$ cat config.mk
export PLATFORM = sky130hd
export DESIGN_NAME = digital_timer_n
export DESIGN_NICKNAME = d
export VERILOG_FILES = /design/src/rtl/digital_timer_n.sv
export SDC_FILE = /design/constraint.sdc
export NUM_CORES = 1
export LEC_CHECK = 0
export ABC_CLOCK_PERIOD_IN_PS = 2200
export CAP_MARGIN = 25
export CELL_PAD_IN_SITES_DETAIL_PLACEMENT = 0
export CELL_PAD_IN_SITES_GLOBAL_PLACEMENT = 1
export CORE_UTILIZATION = 37
export CTS_CLUSTER_DIAMETER = 50
export DETAILED_ROUTE_END_ITERATION = 10
export GPL_TIMING_DRIVEN = 1
export PLACE_DENSITY = 0.71
export SLEW_MARGIN = 40
export SYNTH_ARGS = -nofsm -noshare
export SYNTH_HDL_FRONTEND = slang
export SYNTH_SLANG_ARGS = --single-unit
$ cat constraint.sdc
create_clock -name clk_50MHz -period 2.2 [get_ports clk_50MHz]
set_clock_uncertainty 0.1 [all_clocks]
set_input_delay 0.44 -clock clk_50MHz [delete_from_list [all_inputs] [get_ports clk_50MHz]]
set_output_delay 0.44 -clock clk_50MHz [all_outputs]
set_load 0.01 [all_outputs]
$ cat src/rtl/digital_timer_n.sv
// Multi-digit BCD up/down timer with programmable prescaler and registered
// seven-segment outputs. Define DIGITAL_TIMER_BLANK_EN for leading-zero blanking.
module digital_timer_n #(
    parameter int CLK_DIV = 25,
    parameter int DIGITS  = 2
) (
    input  logic                  clk_50MHz,
    input  logic                  reset,
    input  logic                  start,
    input  logic                  stop,
    input  logic                  clear,
    input  logic                  load,
    input  logic [4*DIGITS-1:0]   load_bcd,
    input  logic                  up_down,
    output logic                  run,
    output logic                  done,
    output logic                  wrap,
    output logic [4*DIGITS-1:0]   bcd,
    output logic [8*DIGITS-1:0]   seg
);

    localparam int              BW     = 4 * DIGITS;
    localparam int              SW     = 8 * DIGITS;
    localparam logic [23:0]     PRE_TC = 24'(CLK_DIV - 1);
    localparam logic [BW-1:0]   ALL9   = {DIGITS{4'h9}};

    typedef enum logic {
        S_IDLE = 1'b0,
        S_RUN  = 1'b1
    } state_t;

    state_t         r_state, w_state_nxt;
    logic [23:0]    r_pre, w_pre_nxt;
    logic [BW-1:0]  r_bcd, w_bcd_nxt;
    logic           r_done, w_done_nxt;
    logic           r_wrap, w_wrap_nxt;
    logic [SW-1:0]  r_seg;

    logic [BW-1:0]  w_inc, w_dec, w_load_sat;
    logic           w_carry, w_borrow;
    logic           w_tick;

    function automatic logic [7:0] enc7(input logic [3:0] d);
        case (d)
            4'd0:    enc7 = 8'hC0;
            4'd1:    enc7 = 8'hF9;
            4'd2:    enc7 = 8'hA4;
            4'd3:    enc7 = 8'hB0;
            4'd4:    enc7 = 8'h99;
            4'd5:    enc7 = 8'h92;
            4'd6:    enc7 = 8'h82;
            4'd7:    enc7 = 8'hF8;
            4'd8:    enc7 = 8'h80;
            4'd9:    enc7 = 8'h90;
            default: enc7 = 8'hFF;
        endcase
    endfunction

    // Walk from the most significant digit down so blanking knows whether
    // everything above the current digit is zero.
    function automatic logic [SW-1:0] seg_of(input logic [BW-1:0] v);
        logic [SW-1:0] s;
`ifdef DIGITAL_TIMER_BLANK_EN
        logic hi_zero;
        hi_zero = 1'b1;
`endif
        s = '0;
        for (int i = DIGITS - 1; i >= 0; i--) begin
            s[8*i +: 8] = enc7(v[4*i +: 4]);
`ifdef DIGITAL_TIMER_BLANK_EN
            hi_zero = hi_zero & (v[4*i +: 4] == 4'd0);
            if (i != 0 && hi_zero) begin
                s[8*i +: 8] = 8'hFF;
            end
`endif
        end
        return s;
    endfunction

    always_comb begin
        w_inc      = r_bcd;
        w_dec      = r_bcd;
        w_load_sat = load_bcd;
        w_carry    = 1'b1;
        w_borrow   = 1'b1;
        for (int i = 0; i < DIGITS; i++) begin
            if (w_carry) begin
                if (r_bcd[4*i +: 4] == 4'd9) begin
                    w_inc[4*i +: 4] = 4'd0;
                end else begin
                    w_inc[4*i +: 4] = r_bcd[4*i +: 4] + 4'd1;
                    w_carry         = 1'b0;
                end
            end
            if (w_borrow) begin
                if (r_bcd[4*i +: 4] == 4'd0) begin
                    w_dec[4*i +: 4] = 4'd9;
                end else begin
                    w_dec[4*i +: 4] = r_bcd[4*i +: 4] - 4'd1;
                    w_borrow        = 1'b0;
                end
            end
            if (load_bcd[4*i +: 4] > 4'd9) begin
                w_load_sat[4*i +: 4] = 4'd9;
            end
        end
    end

    assign w_tick = (r_state == S_RUN) && (r_pre == PRE_TC);

    // Strict priority: clear > load > stop > start > tick; only the winner acts.
    always_comb begin
        w_state_nxt = r_state;
        w_pre_nxt   = r_pre;
        w_bcd_nxt   = r_bcd;
        w_done_nxt  = 1'b0;
        w_wrap_nxt  = 1'b0;
        if (clear) begin
            w_bcd_nxt   = '0;
            w_pre_nxt   = '0;
            w_state_nxt = S_IDLE;
        end else if (load) begin
            w_bcd_nxt = w_load_sat;
            w_pre_nxt = '0;
        end else if (stop) begin
            w_pre_nxt   = '0;
            w_state_nxt = S_IDLE;
        end else if (start) begin
            w_pre_nxt = '0;
            if (r_state == S_IDLE && !(!up_down && r_bcd == '0)) begin
                w_state_nxt = S_RUN;
            end
        end else if (r_state == S_RUN) begin
            if (w_tick) begin
                w_pre_nxt = '0;
                if (up_down) begin
                    w_bcd_nxt  = w_inc;
                    w_wrap_nxt = (r_bcd == ALL9);
                end else begin
                    w_bcd_nxt = w_dec;
                    if (w_dec == '0) begin
                        w_done_nxt  = 1'b1;
                        w_state_nxt = S_IDLE;
                    end
                end
            end else begin
                w_pre_nxt = r_pre + 24'd1;
            end
        end else begin
            w_pre_nxt = '0;
        end
    end

    always_ff @(posedge clk_50MHz or negedge reset) begin
        if (!reset) begin
            r_state <= S_IDLE;
            r_pre   <= '0;
            r_bcd   <= '0;
            r_done  <= 1'b0;
            r_wrap  <= 1'b0;
            r_seg   <= seg_of({BW{1'b0}});
        end else begin
            r_state <= w_state_nxt;
            r_pre   <= w_pre_nxt;
            r_bcd   <= w_bcd_nxt;
            r_done  <= w_done_nxt;
            r_wrap  <= w_wrap_nxt;
            r_seg   <= seg_of(r_bcd);
        end
    end

    assign run  = (r_state == S_RUN);
    assign done = r_done;
    assign wrap = r_wrap;
    assign bcd  = r_bcd;
    assign seg  = r_seg;

endmodule

Yosys cells after proc, flatten, opt, wreduce, memory -nomap -nowiden
Memory sizes are Yosys's and may differ from the RTL's. A register that Yosys moved wholly into a read port is not among the register bits.
Cells that the tools add are included.

operators by class
  add/subtract/negate cells = 5
  bitwise logic cells = 1
  order comparisons = 2
  eq/ne operators = 9
  mux-type cells = 47
  reduce and logical (&&, ||, !) cells = 16

operator list
  kind                     count
  $mux W24                 6
  $mux W8                  7
  $mux W4                  8
  $mux W1                  26
  $add A24 B1 Y24 const B  1
  $eq A24 B5 Y1 const B    1
  $logic_not A8 Y1         2
  $add A4 B1 Y4 const B    2
  $eq A4 B4 Y1 const B     2
  $eq A8 B8 Y1 const B     1
  $gt A4 B4 Y1 const B     2
  $logic_not A4 Y1         2
  $sub A4 B1 Y4 const B    2
  $ne A3 B1 Y1 const B     2
  $reduce_bool A3 Y1       2
  $reduce_and A5 Y1        1
  $logic_not A1 Y1         4
  $ne A4 B1 Y1 const B     1
  $ne A4 B3 Y1 const B     1
  $reduce_and A4 Y1        1
  $logic_and A1 B1 Y1      3
  $ne A2 B2 Y1 const B     1
  $reduce_and A2 Y1        1
  $not A1 Y1               1

storage, ports and cells
  memories = 2
  input bits = 15
  bits in read-only memories = 224
  output and inout port bits = 27
  bits in registers = 51

memories
  name             depth  bits a word  read ports  clocked after memory_dff  wr ports  RTL line  source
  (no name shown)  16     7            1           1                         0         44        case (d)
  (no name shown)  16     7            1           1                         0         44

Logic depth before layout (Yosys ltp)
  word-level depth = 12
  gate-level depth with buffers = 8

Worst setup path after synthesis
OpenSTA, ideal clock, no wires.

  kind = register -> register
  start point = register r_pre[17]
  end point = register r_bcd[6] (netlist: bcd[6])
  cell stages (with the launch flop) = 6
  buffers on the path = 0
  required time = 1.972 ns
  period minus slack after synthesis = 2.409 ns
  arrival = 2.181 ns
  setup slack = -0.209 ns
  cell sequence = dfrtp_1 or4_1 or4_4 nor4_4 a21oi_2 mux2_1

between the ends
  word-level cells in the longest chain between the ends = 4

ends and longest elaborated chain
  what                                 RTL line  source
  start: declaration                   33        logic [23:0] r_pre, w_pre_nxt;
  start signal: assignment             164       r_pre <= w_pre_nxt;
  $eq A24 B5 Y1                        109       assign w_tick = (r_state == S_RUN) && (r_pre == PRE_TC);
  $logic_and A1 B1 Y1                  109
  $reduce_bool A3 Y1 (no source line)  -
  $reduce_and A5 Y1 (no source line)   -
  end signal: assignment               165       r_bcd <= w_bcd_nxt;
  end: declaration                     34        logic [BW-1:0] r_bcd, w_bcd_nxt;

No other way between the ends.
A chain may end at the register's enable or synchronous reset.

Worst setup path after layout
  start point = register r_pre[17]
  end point = register r_bcd[3] (netlist: bcd[3])

between the ends
  word-level cells in the longest chain between the ends = 4

ends and longest elaborated chain
  what                                 RTL line
  $eq A24 B5 Y1                        109
  $logic_and A1 B1 Y1                  109
  $reduce_bool A3 Y1 (no source line)  -
  $reduce_and A4 Y1 (no source line)   -

No other way between the ends.

==> metrics.csv <==
metric;value;unit
status;complete, but fails checks;
violations;setup timing;
drv_cap;0;
worstReg2RegStart;r_pre[17];
grt-ovfl-total;0;
initial_utilization;0.390;
n_fill_cell;712;
reg2reg_depth;5;
grt_pass1_wl;12.2;mm
synth_cell_types;50;
vdd_drop_max;319;uV
worst_pin_slew;0.624;ns
cp_data_arrival_time;2.48;ns
synth_cells;315;
io_buffers;39;
vias;2534;
cts_root_buffer;clkbuf_8;
crit_path_start_kind;flip-flop;
r2r_slack;-0.18;ns
via_per_inst;5.12;
pre_cts_ws;-0.175;ns
fin_util;0.523;
avgRoutedWirePerCell;14.5;um
synthFlopType;dfrtp_1;
cts_tree;built;
synth-edff-count;0;
clk_latency;0.31;ns
final_cell_mix;46 x dfrtp_1, 45 x buf_4, 43 x nor2_1;
clock_sinks;49;
dieWidth;90.1;um
yosys_register_bits;49;
p_per_area;550;nW/um2
first_pass_iters;4;
cp-end-kind;flip-flop;
grt_pass1_vias;2539;
antenna_found_initial;0;
crit_start;r_pre[17];
finalMaxSlewViolations;0;
antenna_cells;0;
grt.total_usage;0.186;
worstSetupPathType;reg2reg;
slew_headroom;0.584;
setup_slack;-0.182;ns
setup_tns;-4.02;ns
yosys_warnings;0;
finalHoldViolations;0;
cts_buffers;5;
final.period_utilization;1.08;
coreArea;7370;um2
io_pins;42;
synth_area_per_cell;9.12;um2
fmaxAchievable;420;MHz
setup_violations;34;
wirelength;7.19;mm
area_growth;34.0;%
gp_congestion;0.839;
fin_crit;2.38;ns
rsz0062_at_grt;yes;
critPathMaxFanout;3;
cts_buffer_depth;2;
required;2.30;ns
reg2reg_to;bcd[3];
final_area;3850;um2
dieHeight;90.1;um
dieArea;8120;um2
rows;31;
endpoint;bcd[3];
cts_max_level;2;
path_clk_slew;0.10;ns
hpwl;5.11;mm
ant_nets;0;
fin_nets;424;
leakage;1.64;nW
hold_class;in2async;
first_iter_violations;84;
synth_area;2870;um2
synth-async-reset-ratio;1.00;
drive_above_1_share;0.187;
seq_area_frac_synth;0.428;
layout_commonest_cell;dfrtp_1;
grt_max_degree;50;
dpl_cell_area;3660;um2
drc_errors;0;
## layout make-up
class	instances	area [um2]	share of cell area
repair buffers	85	743	0.193
flip-flops and latches	49	1230	0.319
clock inverters	2	15.0	0.00390
multi-input cells	240	1610	0.419
inverters	14	52.6	0.0136
well taps	99	124	0.0322
clock buffers	6	72.6	0.0188
## report_power, final
group	internal [mW]	switching (mW)	total, mW
combinational	0.275	0.296	0.571
clock	0.225	0.334	0.559
sequential	0.963	0.0277	0.990
total	1.46	0.657	2.12
## worst min path at each step
| stage | startpoint | endpoint | slack [ns] |
|---|---|---|---|
| 6_report | reset | r_pre[18] | 0.11 |
| 5_1_grt | reset | r_pre[21] | 0.17 |
| 4_1_cts | reset | r_pre[8] | 0.15 |
| 3_5_place_dp | r_pre[0] | r_pre[0] | 0.43 |
| 3_3_place_gp | r_pre[0] | r_pre[0] | 0.42 |
| 2_1_floorplan | reset | bcd[0] | 0.04 |
## kinds of logic (layout without fill, tap and decap cells)
kind of cell,after synthesis,count (layout),share of synthesized area
AOI/OAI and AO/OA,59,59,0.128
DFF,49,49,0.428
adders and majority gates,14,14,0.0609
buffers and inverters,27,107,0.0387
xor gates and xnor gates,24,24,0.0731
and+or+nand+nor,133,133,0.242
other,1,2,0.00130
muxes,8,8,0.0292
## per-stage QoR
step	instances	total power, mW	hold WS (ns)
final	495	2.12	0.115
after global routing	495	2.24	0.168
after CTS	494	2.14	0.147
after detailed placement	483	1.56	0.426
after global placement	483	1.56	0.421
after floorplan	316	1.27	0.0444
## cells in the mapped netlist, drive strengths merged (4+ instances only)
cell type / n / area share
nor4: 9 / 0.025
nor3: 6 / 0.010
a31oi: 9 / 0.020
clkbuf: 9 / 0.012
dfrtp: 47 / 0.41
ha: 14 / 0.061
nand2: 22 / 0.029
and3: 6 / 0.013
nand3: 13 / 0.023
xnor2: 9 / 0.027
o21ai: 14 / 0.024
nor3b: 5 / 0.013
buf: 4 / 0.0087
a21oi: 18 / 0.033
nor2: 43 / 0.056
o31ai: 4 / 0.010
inv: 13 / 0.017
mux2i: 5 / 0.017
and4: 4 / 0.012
xor2: 15 / 0.046
nand2b: 4 / 0.0087
nand4: 8 / 0.017
## timing repair
item,4_1_cts,5_1_grt
endpoints found under the setup margin,35,36
hold buffers,0,0
pin swaps,3,5
setup buffers,3,1
resized for setup,11,5
## registers in the layout, indices dropped and copies added, names as in the netlist
register  flops
bcd           8
r_pre        24
seg          14
done          1
wrap          1
run           1
## critical path, stage by stage, from the launching register on
cell	delay, ns
dfrtp_1	0.39
or4_1	0.52
or4_4	0.53
or4_4	0.44
o31ai_2	0.19
a21oi_1	0.10
## per-layer routing
metal  vias up  share of wire  GRT usage
li1       1276              -          -
met1      1200           0.48      0.242
met2        50           0.47      0.317
met3         8          0.035     0.0279
met4         0          0.011     0.0565
met5         -              0          0
No activity file was read; power rests on OpenSTA's default activity.
